===== src/rtl/valid_ready_burst_source_pkg.sv =====
// valid_ready_burst_source_pkg
// Shared types and constants for the valid/ready burst source:
//   - state_t        : burst FSM encoding (IDLE, SEND, GAP)
//   - PATTERN        : 16-entry 4-bit pattern table, entry i at bits [4*i +: 4]
//   - LFSR_SEED/TAPS : seed and feedback taps of the x^4+x^3+1 Fibonacci LFSR
//   - pattern_word() : table lookup
//   - lfsr_next()    : one LFSR step
// The LFSR constants are only consumed when VALID_READY_BURST_SOURCE_LFSR_EN
// is defined.
package valid_ready_burst_source_pkg;

    typedef enum logic [1:0] {
        IDLE = 2'd0,
        SEND = 2'd1,
        GAP  = 2'd2
    } state_t;

    // Reads from the LSB nibble upward: 2,6,d,b,7,e,c,4,1,0,9,a,f,5,8,3
    localparam logic [63:0] PATTERN = 64'h385f_a901_4ce7_bd62;

    localparam logic [3:0] LFSR_SEED = 4'h1;
    // Feedback is the XOR of s[3] and s[2]
    localparam logic [3:0] LFSR_TAPS = 4'b1100;

    function automatic logic [3:0] pattern_word(input logic [3:0] idx);
        return PATTERN[{idx, 2'b00} +: 4];
    endfunction

    function automatic logic [3:0] lfsr_next(input logic [3:0] s);
        return {s[2:0], ^(s & LFSR_TAPS)};
    endfunction

endpackage


===== src/rtl/valid_ready_burst_source_lfsr4.sv =====
// burst_source_lfsr4
// 4-bit Fibonacci LFSR (x^4+x^3+1) used as the pattern generator when
// VALID_READY_BURST_SOURCE_LFSR_EN is defined; the module only exists in that
// build. Period 15, never reaches 0.
// Ports:
//   clk     in  1  clock, rising edge
//   rst     in  1  asynchronous reset, active-low (loads LFSR_SEED)
//   advance in  1  step the LFSR on this edge
//   value   out 4  current LFSR state
`ifdef VALID_READY_BURST_SOURCE_LFSR_EN
module burst_source_lfsr4
    import valid_ready_burst_source_pkg::*;
(
    input  logic       clk,
    input  logic       rst,
    input  logic       advance,
    output logic [3:0] value
);

    always_ff @(posedge clk or negedge rst) begin
        if (!rst) begin
            value <= LFSR_SEED;
        end else if (advance) begin
            value <= lfsr_next(value);
        end
    end

endmodule
`endif


===== src/rtl/valid_ready_burst_source.sv =====
// valid_ready_burst_source
// Valid/ready stream source emitting a fixed 4-bit pseudo-random pattern in
// bursts of burst_len beats separated by gap_len idle cycles. up_valid and
// up_data are register outputs and are held until the beat is accepted.
// Build option: VALID_READY_BURST_SOURCE_LFSR_EN selects an LFSR pattern
// generator instead of the 16-entry table.
// Parameters:
//   width    data width (>= 4); pattern words are zero-extended
//   w_count  width of beat_count
// Ports:
//   clk        in   1        clock, rising edge
//   rst        in   1        asynchronous reset, active-low
//   enable     in   1        run request
//   burst_len  in   4        beats per burst, 0 = continuous
//   gap_len    in   4        idle cycles between bursts, 0 = none
//   up_valid   out  1        data offered
//   up_ready   in   1        consumer accepts
//   up_data    out  width    current pattern word
//   beat_count out  w_count  completed handshakes, wraps
//   busy       out  1        FSM not in IDLE
//
// state | meaning
// ------+---------------------------------------------------------------
// IDLE  | nothing offered; waits for enable, then latches the lengths
// SEND  | up_valid=1; counts accepted beats against the latched burst_len
// GAP   | up_valid=0 for exactly the latched gap_len cycles
module valid_ready_burst_source
    import valid_ready_burst_source_pkg::*;
#(
    parameter int width   = 4,
    parameter int w_count = 8
) (
    input  logic               clk,
    input  logic               rst,
    input  logic               enable,
    input  logic [3:0]         burst_len,
    input  logic [3:0]         gap_len,
    output logic               up_valid,
    input  logic               up_ready,
    output logic [width-1:0]   up_data,
    output logic [w_count-1:0] beat_count,
    output logic               busy
);

    state_t             state_q;
    state_t             state_d;
    logic [3:0]         burst_len_q;
    logic [3:0]         gap_len_q;
    logic [3:0]         beat_in_burst_q;
    logic [3:0]         gap_cnt_q;
    logic [w_count-1:0] beat_count_q;
    logic [3:0]         word;

    logic transfer;
    logic burst_end;
    logic latch_len;
    logic clr_beat;
    logic load_gap;

    assign transfer  = up_valid & up_ready;
    assign burst_end = (beat_in_burst_q + 4'd1) == burst_len_q;

    // State register
    always_ff @(posedge clk or negedge rst) begin
        if (!rst) begin
            state_q <= IDLE;
        end else begin
            state_q <= state_d;
        end
    end

    // Next state
    always_comb begin
        state_d   = state_q;
        latch_len = 1'b0;
        clr_beat  = 1'b0;
        load_gap  = 1'b0;
        case (state_q)
            IDLE: begin
                if (enable) begin
                    state_d   = SEND;
                    latch_len = 1'b1;
                    clr_beat  = 1'b1;
                end
            end
            SEND: begin
                // Without a transfer the offered beat must stay, so enable is ignored
                if (transfer) begin
                    if (burst_len_q != 4'd0 && burst_end) begin
                        if (gap_len_q != 4'd0) begin
                            state_d  = GAP;
                            load_gap = 1'b1;
                        end else if (enable) begin
                            latch_len = 1'b1;
                            clr_beat  = 1'b1;
                        end else begin
                            state_d = IDLE;
                        end
                    end else if (!enable) begin
                        state_d = IDLE;
                    end
                end
            end
            GAP: begin
                if (gap_cnt_q == 4'd1) begin
                    if (enable) begin
                        state_d   = SEND;
                        latch_len = 1'b1;
                        clr_beat  = 1'b1;
                    end else begin
                        state_d = IDLE;
                    end
                end
            end
            default: state_d = IDLE;
        endcase
    end

    // Outputs
    always_comb begin
        up_valid = (state_q == SEND);
        busy     = (state_q != IDLE);
    end

    // Burst/gap bookkeeping
    always_ff @(posedge clk or negedge rst) begin
        if (!rst) begin
            burst_len_q     <= 4'd0;
            gap_len_q       <= 4'd0;
            beat_in_burst_q <= 4'd0;
            gap_cnt_q       <= 4'd0;
            beat_count_q    <= '0;
        end else begin
            if (latch_len) begin
                burst_len_q <= burst_len;
                gap_len_q   <= gap_len;
            end
            // Clear wins over increment when a gapless burst rolls over
            if (clr_beat) begin
                beat_in_burst_q <= 4'd0;
            end else if (transfer) begin
                beat_in_burst_q <= beat_in_burst_q + 4'd1;
            end
            if (load_gap) begin
                gap_cnt_q <= gap_len_q;
            end else if (state_q == GAP) begin
                gap_cnt_q <= gap_cnt_q - 4'd1;
            end
            if (transfer) begin
                beat_count_q <= beat_count_q + w_count'(1);
            end
        end
    end

`ifdef VALID_READY_BURST_SOURCE_LFSR_EN
    burst_source_lfsr4 u_lfsr (
        .clk     (clk),
        .rst     (rst),
        .advance (transfer),
        .value   (word)
    );
`else
    logic [3:0] index_q;
    logic [3:0] word_q;

    // The word register is loaded with the entry for the next index so the
    // output stays a pure flop rather than a table lookup after the index.
    always_ff @(posedge clk or negedge rst) begin
        if (!rst) begin
            index_q <= 4'd0;
            word_q  <= pattern_word(4'd0);
        end else if (transfer) begin
            index_q <= index_q + 4'd1;
            word_q  <= pattern_word(index_q + 4'd1);
        end
    end

    assign word = word_q;
`endif

    always_comb begin
        up_data      = '0;
        up_data[3:0] = word;
    end

    assign beat_count = beat_count_q;

endmodule

===== config.mk =====
export PLATFORM = sky130hd
export DESIGN_NAME = valid_ready_burst_source
export DESIGN_NICKNAME = d
export VERILOG_FILES = /design/src/rtl/valid_ready_burst_source_pkg.sv /design/src/rtl/valid_ready_burst_source_lfsr4.sv /design/src/rtl/valid_ready_burst_source.sv
export SDC_FILE = /design/constraint.sdc
export NUM_CORES = 1
export LEC_CHECK = 0
export CORE_MARGIN = 2
export CORE_UTILIZATION = 30
export DETAILED_ROUTE_END_ITERATION = 10
export GPL_TIMING_DRIVEN = 0
export PLACE_DENSITY = 0.53
export SETUP_SLACK_MARGIN = 0.3
export SLEW_MARGIN = 15
export SYNTH_ARGS = -nofsm -noshare
export SYNTH_HDL_FRONTEND = slang
export SYNTH_HIERARCHICAL = 1
export SYNTH_SLANG_ARGS = --single-unit

===== constraint.sdc =====
create_clock -name clk -period 2.35 [get_ports clk]
set_input_delay 0.5875 -clock clk [delete_from_list [all_inputs] [get_ports clk]]
set_output_delay 0.5875 -clock clk [all_outputs]
set_load 0.02 [all_outputs]

# --- After elaboration in Yosys (flattened, before gate mapping) ---
# Index checks and enable logic that the tools add are counted.
totals:
  out_inout_bits: 14
  ff_bits: 34
  in_bits: 12
  elab_cells: 51
op_classes:
  shifts: 1
  n_addsub: 4
  n_eq_ne: 7
  bitwise_logic: 1
  muxes: 22
  n_reduce_logical: 8
ops:
  columns: ["op", "n"]
  rows:
  - ["indexed part select 64 x 7 -> 4 bit (first input constant)", 1]
  - ["2-to-1 mux 4 bit", 4]
  - ["2-to-1 mux 2 bit", 6]
  - ["2-to-1 mux 1 bit", 10]
  - ["adder 4 x 1 -> 4 bit (second input constant)", 2]
  - ["adder 8 x 1 -> 8 bit (second input constant)", 1]
  - ["nonzero test 4 bit", 2]
  - ["case mux 2 bit (3 select lines)", 1]
  - ["nonzero test 2 bit", 3]
  - ["equality test 4 x 1 -> 1 bit (second input constant)", 1]
  - ["equality test 4 bit", 1]
  - ["inequality test 2 bit (second input constant)", 2]
  - ["subtractor 4 x 1 -> 4 bit (second input constant)", 1]
  - ["case mux 1 bit (3 select lines)", 1]
  - ["AND reduction 3 bit", 1]
  - ["equality test 2 x 1 -> 1 bit (second input constant)", 1]
  - ["equality test 2 bit (second input constant)", 1]
  - ["zero test 2 bit", 1]
  - ["inequality test 2 x 1 -> 1 bit (second input constant)", 1]
  - ["AND 1 bit", 1]
  - ["logical AND 1 bit", 1]

# --- Logic depth before layout (Yosys ltp) ---
depth:
  word_depth: 7
  mapped_depth: 9
  depth_no_buf: 7

# --- Least setup slack after synthesis ---
# OpenSTA, ideal clock, no wires.
synth_path:
  path_type: "flip-flop to flip-flop"
  startpoint: "register beat_in_burst_q[0]"
  endpoint: "register gap_cnt_q[0]"
  setup_time_ns: 0.125
  t_arrival_ns: 1.915
  slack_ns: 0.310
  t_required_ns: 2.225
  path_buffers: 0
  period_less_slack_ns: 2.040
  path_stages_with_launch: 7
  cell_sequence: "dfrtp_1 ha_1 xor2_1 nor2_1 nand2_1 nor4_4 mux2_2"
synth_via:
  elab_chain_len: 7
  word_cells_on_any_way: 8
  classes_between: "1 x add/sub; 1 x eq/ne; 4 x mux; 2 x reduce/logical"
synth_rtl:
  columns: ["element", "line", "source"]
  rows:
  - ["start: declaration", "valid_ready_burst_source.sv:49", "logic [3:0] beat_in_burst_q;"]
  - ["start signal: assignment", "valid_ready_burst_source.sv:142", "beat_in_burst_q <= beat_in_burst_q + 4'd1;"]
  - ["adder 4 x 1 -> 4 bit (*)", "valid_ready_burst_source.sv:61", "assign burst_end = (beat_in_burst_q + 4'd1) == burst_len_q;"]
  - ["equality test 4 bit (*)", "valid_ready_burst_source.sv:61", null]
  - ["logical AND 1 bit (*)", "valid_ready_burst_source.sv:89", "if (burst_len_q != 4'd0 && burst_end) begin"]
  - ["2-to-1 mux 1 bit (*)", "valid_ready_burst_source.sv:89", null]
  - ["2-to-1 mux 1 bit (*)", "valid_ready_burst_source.sv:88", "if (transfer) begin"]
  - ["2-to-1 mux 1 bit (*)", "valid_ready_burst_source.sv:78", "case (state_q)"]
  - ["2-to-1 mux 4 bit or nonzero test 2 bit (tied branches)", null, null]
  - ["end signal: assignment", "valid_ready_burst_source.sv:145", "gap_cnt_q <= gap_len_q;"]
  - ["end signal: assignment", "valid_ready_burst_source.sv:147", "gap_cnt_q <= gap_cnt_q - 4'd1;"]
  - ["end: declaration", "valid_ready_burst_source.sv:50", "logic [3:0] gap_cnt_q;"]
# Mark *: on every way between the ends. The rest lies on a longest branch, timed or not.
# A chain may end at the register's enable or synchronous reset.

# --- Final worst setup path ---
layout_path:
  startpoint: "register beat_in_burst_q[1]"
  endpoint: "register gap_cnt_q[1]"
# The elaborated chain is that of the path after synthesis.

==> summary.md <==
| Metric | Value |
|---|---|
| Status | `finished, final reports clean` |
| Starting DRT DRC Count | `64` |
| Unrepaired setup endpoints after global routing | `true` |
| Die area | `approximately 0.0074 mm²` |
| DRC | `0` |
| Later-pin clock latency in the skew report | `about 0.29 ns` |
| Share of cells above drive strength 1 | `0.1777` |
| Crit end category | `flip-flop` |
| Clock Skew | `0.008420 ns` |
| GPL Wtd Cong | `between 0.8 and 0.9` |
| Detailed Route WL | `~4100 µm` |
| Worst reg2reg startpoint | `beat_in_burst_q[1]` |
| IO Count | `26` |
| VDD IR max | `between 400 and 500 µV` |
| Most frequent cells in the layout | `dfrtp_1 (32), nand2_1 (21), clkdlybuf4s50_1 (21)` |
| Setup crit start | `beat_in_burst_q[1]` |
| Power per cell area | `1334 mW/mm²` |
| CTS Buffer Depth | `2` |
| Max-cap violations | `0` |
| Number of setup violations in the final report | `0` |
| Vias in the first global route | `1592` |
| Root buffer cell | `clkbuf_8` |
| Post-synthesis instance area | `between 0.002 and 0.0025 mm²` |
| Final hold viol count | `0` |
| CTS tree | `yes` |
| Routed vias/inst | `between 4 and 5` |
| Final Core Density | `0.3994` |
| Period Utilization, post-route | `0.8335` |
| Reg-to-reg slack, setup | `slightly below 0.4 ns` |
| Detail Route Antenna Nets | `0` |
| Die W | `85.77 µm` |
| Setup CP Type | `reg -> reg` |
| Met1 WL | `approximately 2000 µm` |
| GRT Total Usage | `0.1235` |
| Sequential share of the synthesized area | `0.4248` |
| Num CTS Buffers | `5` |
| Hold/Removal Path Class | `in -> async` |
| CP Data Arrival Time | `approximately 2.1 ns` |
| Leak Pwr | `1.074 nW` |
| Pins Over Slew Limit | `0` |
| CP max-delay cell | `dfrtp_1` |
| Syn Nets | `between 200 and 250` |
| WL met2 | `1992 µm` |
| Syn Inst Count | `about 200` |
| Required @ worst endpoint | `2.52 ns` |
| Asr flop ratio synth | `1.000` |
| PortBufs | `25` |
| Die height | `approximately 86 µm` |
| Largest net degree at the start of global routing | `20` |
| Hold_ws | `around 0.22 ns` |
| Gr ovfl total | `0` |
| Worst slew margin | `0.6843` |
| Post-DP Area | `0.002375 mm²` |
| Clk slew on worst S/H paths | `0.08 ns` |
| #FFs+latches synth | `34` |
| Worst Tran Pin Value | `0.4736 ns` |
| Initial Util | `0.3123` |
| Core area | `0.006422 mm²` |
| Worst r2r path cells | `7` |
| Routed vias | `approximately 1600` |
| CP Launch Type | `flip-flop` |
| EDFF count, synth | `0` |
| Most common cell after layout, fill and taps aside | `dfrtp_1` |
| Drt pass-1 iters | `6` |
| Post-route cell area | `between 0.002 and 0.003 mm²` |
| Nets | `260` |
| First-pass GRT wire length | `7307 µm` |
| Crit path cell chain | `ha_4 > nor3_1 > nor2_1 > mux2i_4 > nor4_4 > buf_4 > mux2_2` |
| Hold-fix buffers, CTS | `0` |
| Ys Warns | `6` |
| Ys flop type | `dfrtp_1` |
| Met3 wire length | `147 µm` |
| Area growth syn-to-layout | `27.89%` |
| Largest stage delay, worst path | `0.43 ns` |
| WL per Instance | `approximately 13 µm` |
| Family with the most delay on the worst path | `simple AND/OR/NAND/NOR gates` |
| Sink Count | `34` |
| CTS H-tree lvls | `2` |
| CP bufs+invs | `1` |
| Initial antenna violation count | `0` |
| Design Power | `between 3 and 4 mW` |
| Synth cell types | `49` |
| Synth Area per Inst | `9.880 µm²` |
| HPWL after detailed placement | `2957 µm` |
| Num rows | `29` |
| CP max FO | `5` |
| Reg-to-reg endpoint | `gap_cnt_q[1]` |
| Min cycle time layout | `between 1.5 and 2 ns` |
| # diodes | `0` |
| Highest Signal Layer | `met4` |
| Fmax | `510.5 MHz` |
## worst max path at each step
stage,depth (start not counted),endpoint
2_1_floorplan,6,gap_cnt_q[0]
6_report,7,gap_cnt_q[1]
3_3_place_gp,1,gap_cnt_q[0]
4_1_cts,7,gap_cnt_q[1]
5_1_grt,7,up_data[2]
3_5_place_dp,7,burst_len_q[2]
## cell type report
class	count	area (µm²)
fillers	631	3857
multi-input cells	150	1127
flip-flops and latches	34	853.3
repair buffers	31	310.3
well taps	77	96.34
clock buffers	7	86.33
plain buffers	8	43.79
inverters	11	42.54
clock inverters	1	5.005
## flip-flops by register name, summed over array words and instances (netlist names)
| name | cells |
|---|---|
| burst_len_q | 4 |
| up_data | 4 |
| state_q | 2 |
| gap_cnt_q | 4 |
| index_q | 4 |
| beat_in_burst_q | 4 |
| beat_count | 8 |
| gap_len_q | 4 |
## cell usage after synthesis, types with 3 or more instances
cell	number	area (µm²)
o21ai_0	14	70.07
a21oi_1	10	50.05
clkbuf_1	6	22.52
mux2_2	4	45.04
xnor2_1	15	131.4
nand2_1	23	86.33
nor2_1	10	37.54
nand3_1	6	30.03
dfrtp_1	33	825.8
inv_1	10	37.54
o211ai_1	8	60.06
nor3_1	3	15.01
a2bb2oi_1	4	35.03
mux2i_1	6	60.06
ha_1	7	87.58
xor2_1	7	61.31
## report_power, final
| group | switching [mW] | internal (mW) |
|---|---|---|
| Combinational | 0.961 | 0.865 |
| Sequential | 0.292 | 0.847 |
| Clock | 0.220 | 0.237 |
## stage by stage
stage	worst slack, ns	TNS, ns	instances
global route	0.2883	0	319
detailed placement	-0.006787	-0.01694	306
CTS	0.2815	0	319
floorplan	0.3098	0	203
global placement	-0.1725	-5.677	305
finish	0.3913	0	319
## worst reg2reg max path: stages, from the launching register on
cell     delay [ns]
dfrtp_1        0.43
ha_4           0.30
nor3_1         0.05
nor2_1         0.17
mux2i_4        0.13
nor4_4         0.27
buf_4          0.18
mux2_2         0.33
## logic make-up (layout without fill, tap and decap cells)
kind of cell,Yosys count,in the layout,share of synthesized area
adders and majority gates,8,8,0.04866
AOI/OAI and AO/OA,48,48,0.1566
muxes,11,11,0.06363
and+or+nand+nor,60,60,0.1647
DFF,34,34,0.4248
buffers and inverters,19,58,0.03743
xor gates and xnor gates,23,23,0.1042
## metal layers
metal  global-route usage  vias to the layer above
li1                     -                      794
met1               0.1526                      736
met2               0.2152                       36
met3              0.02887                        6
met4              0.03463                        0
met5                    0                        -
## repair_timing
item | in CTS | in global routing
cloned | 0 | 0
setup endpoints to repair | 21 | 21
resized for setup | 8 | 17
pin swaps | 2 | 2
setup buffers | 5 | 0
(Power assumes the default switching activity.)
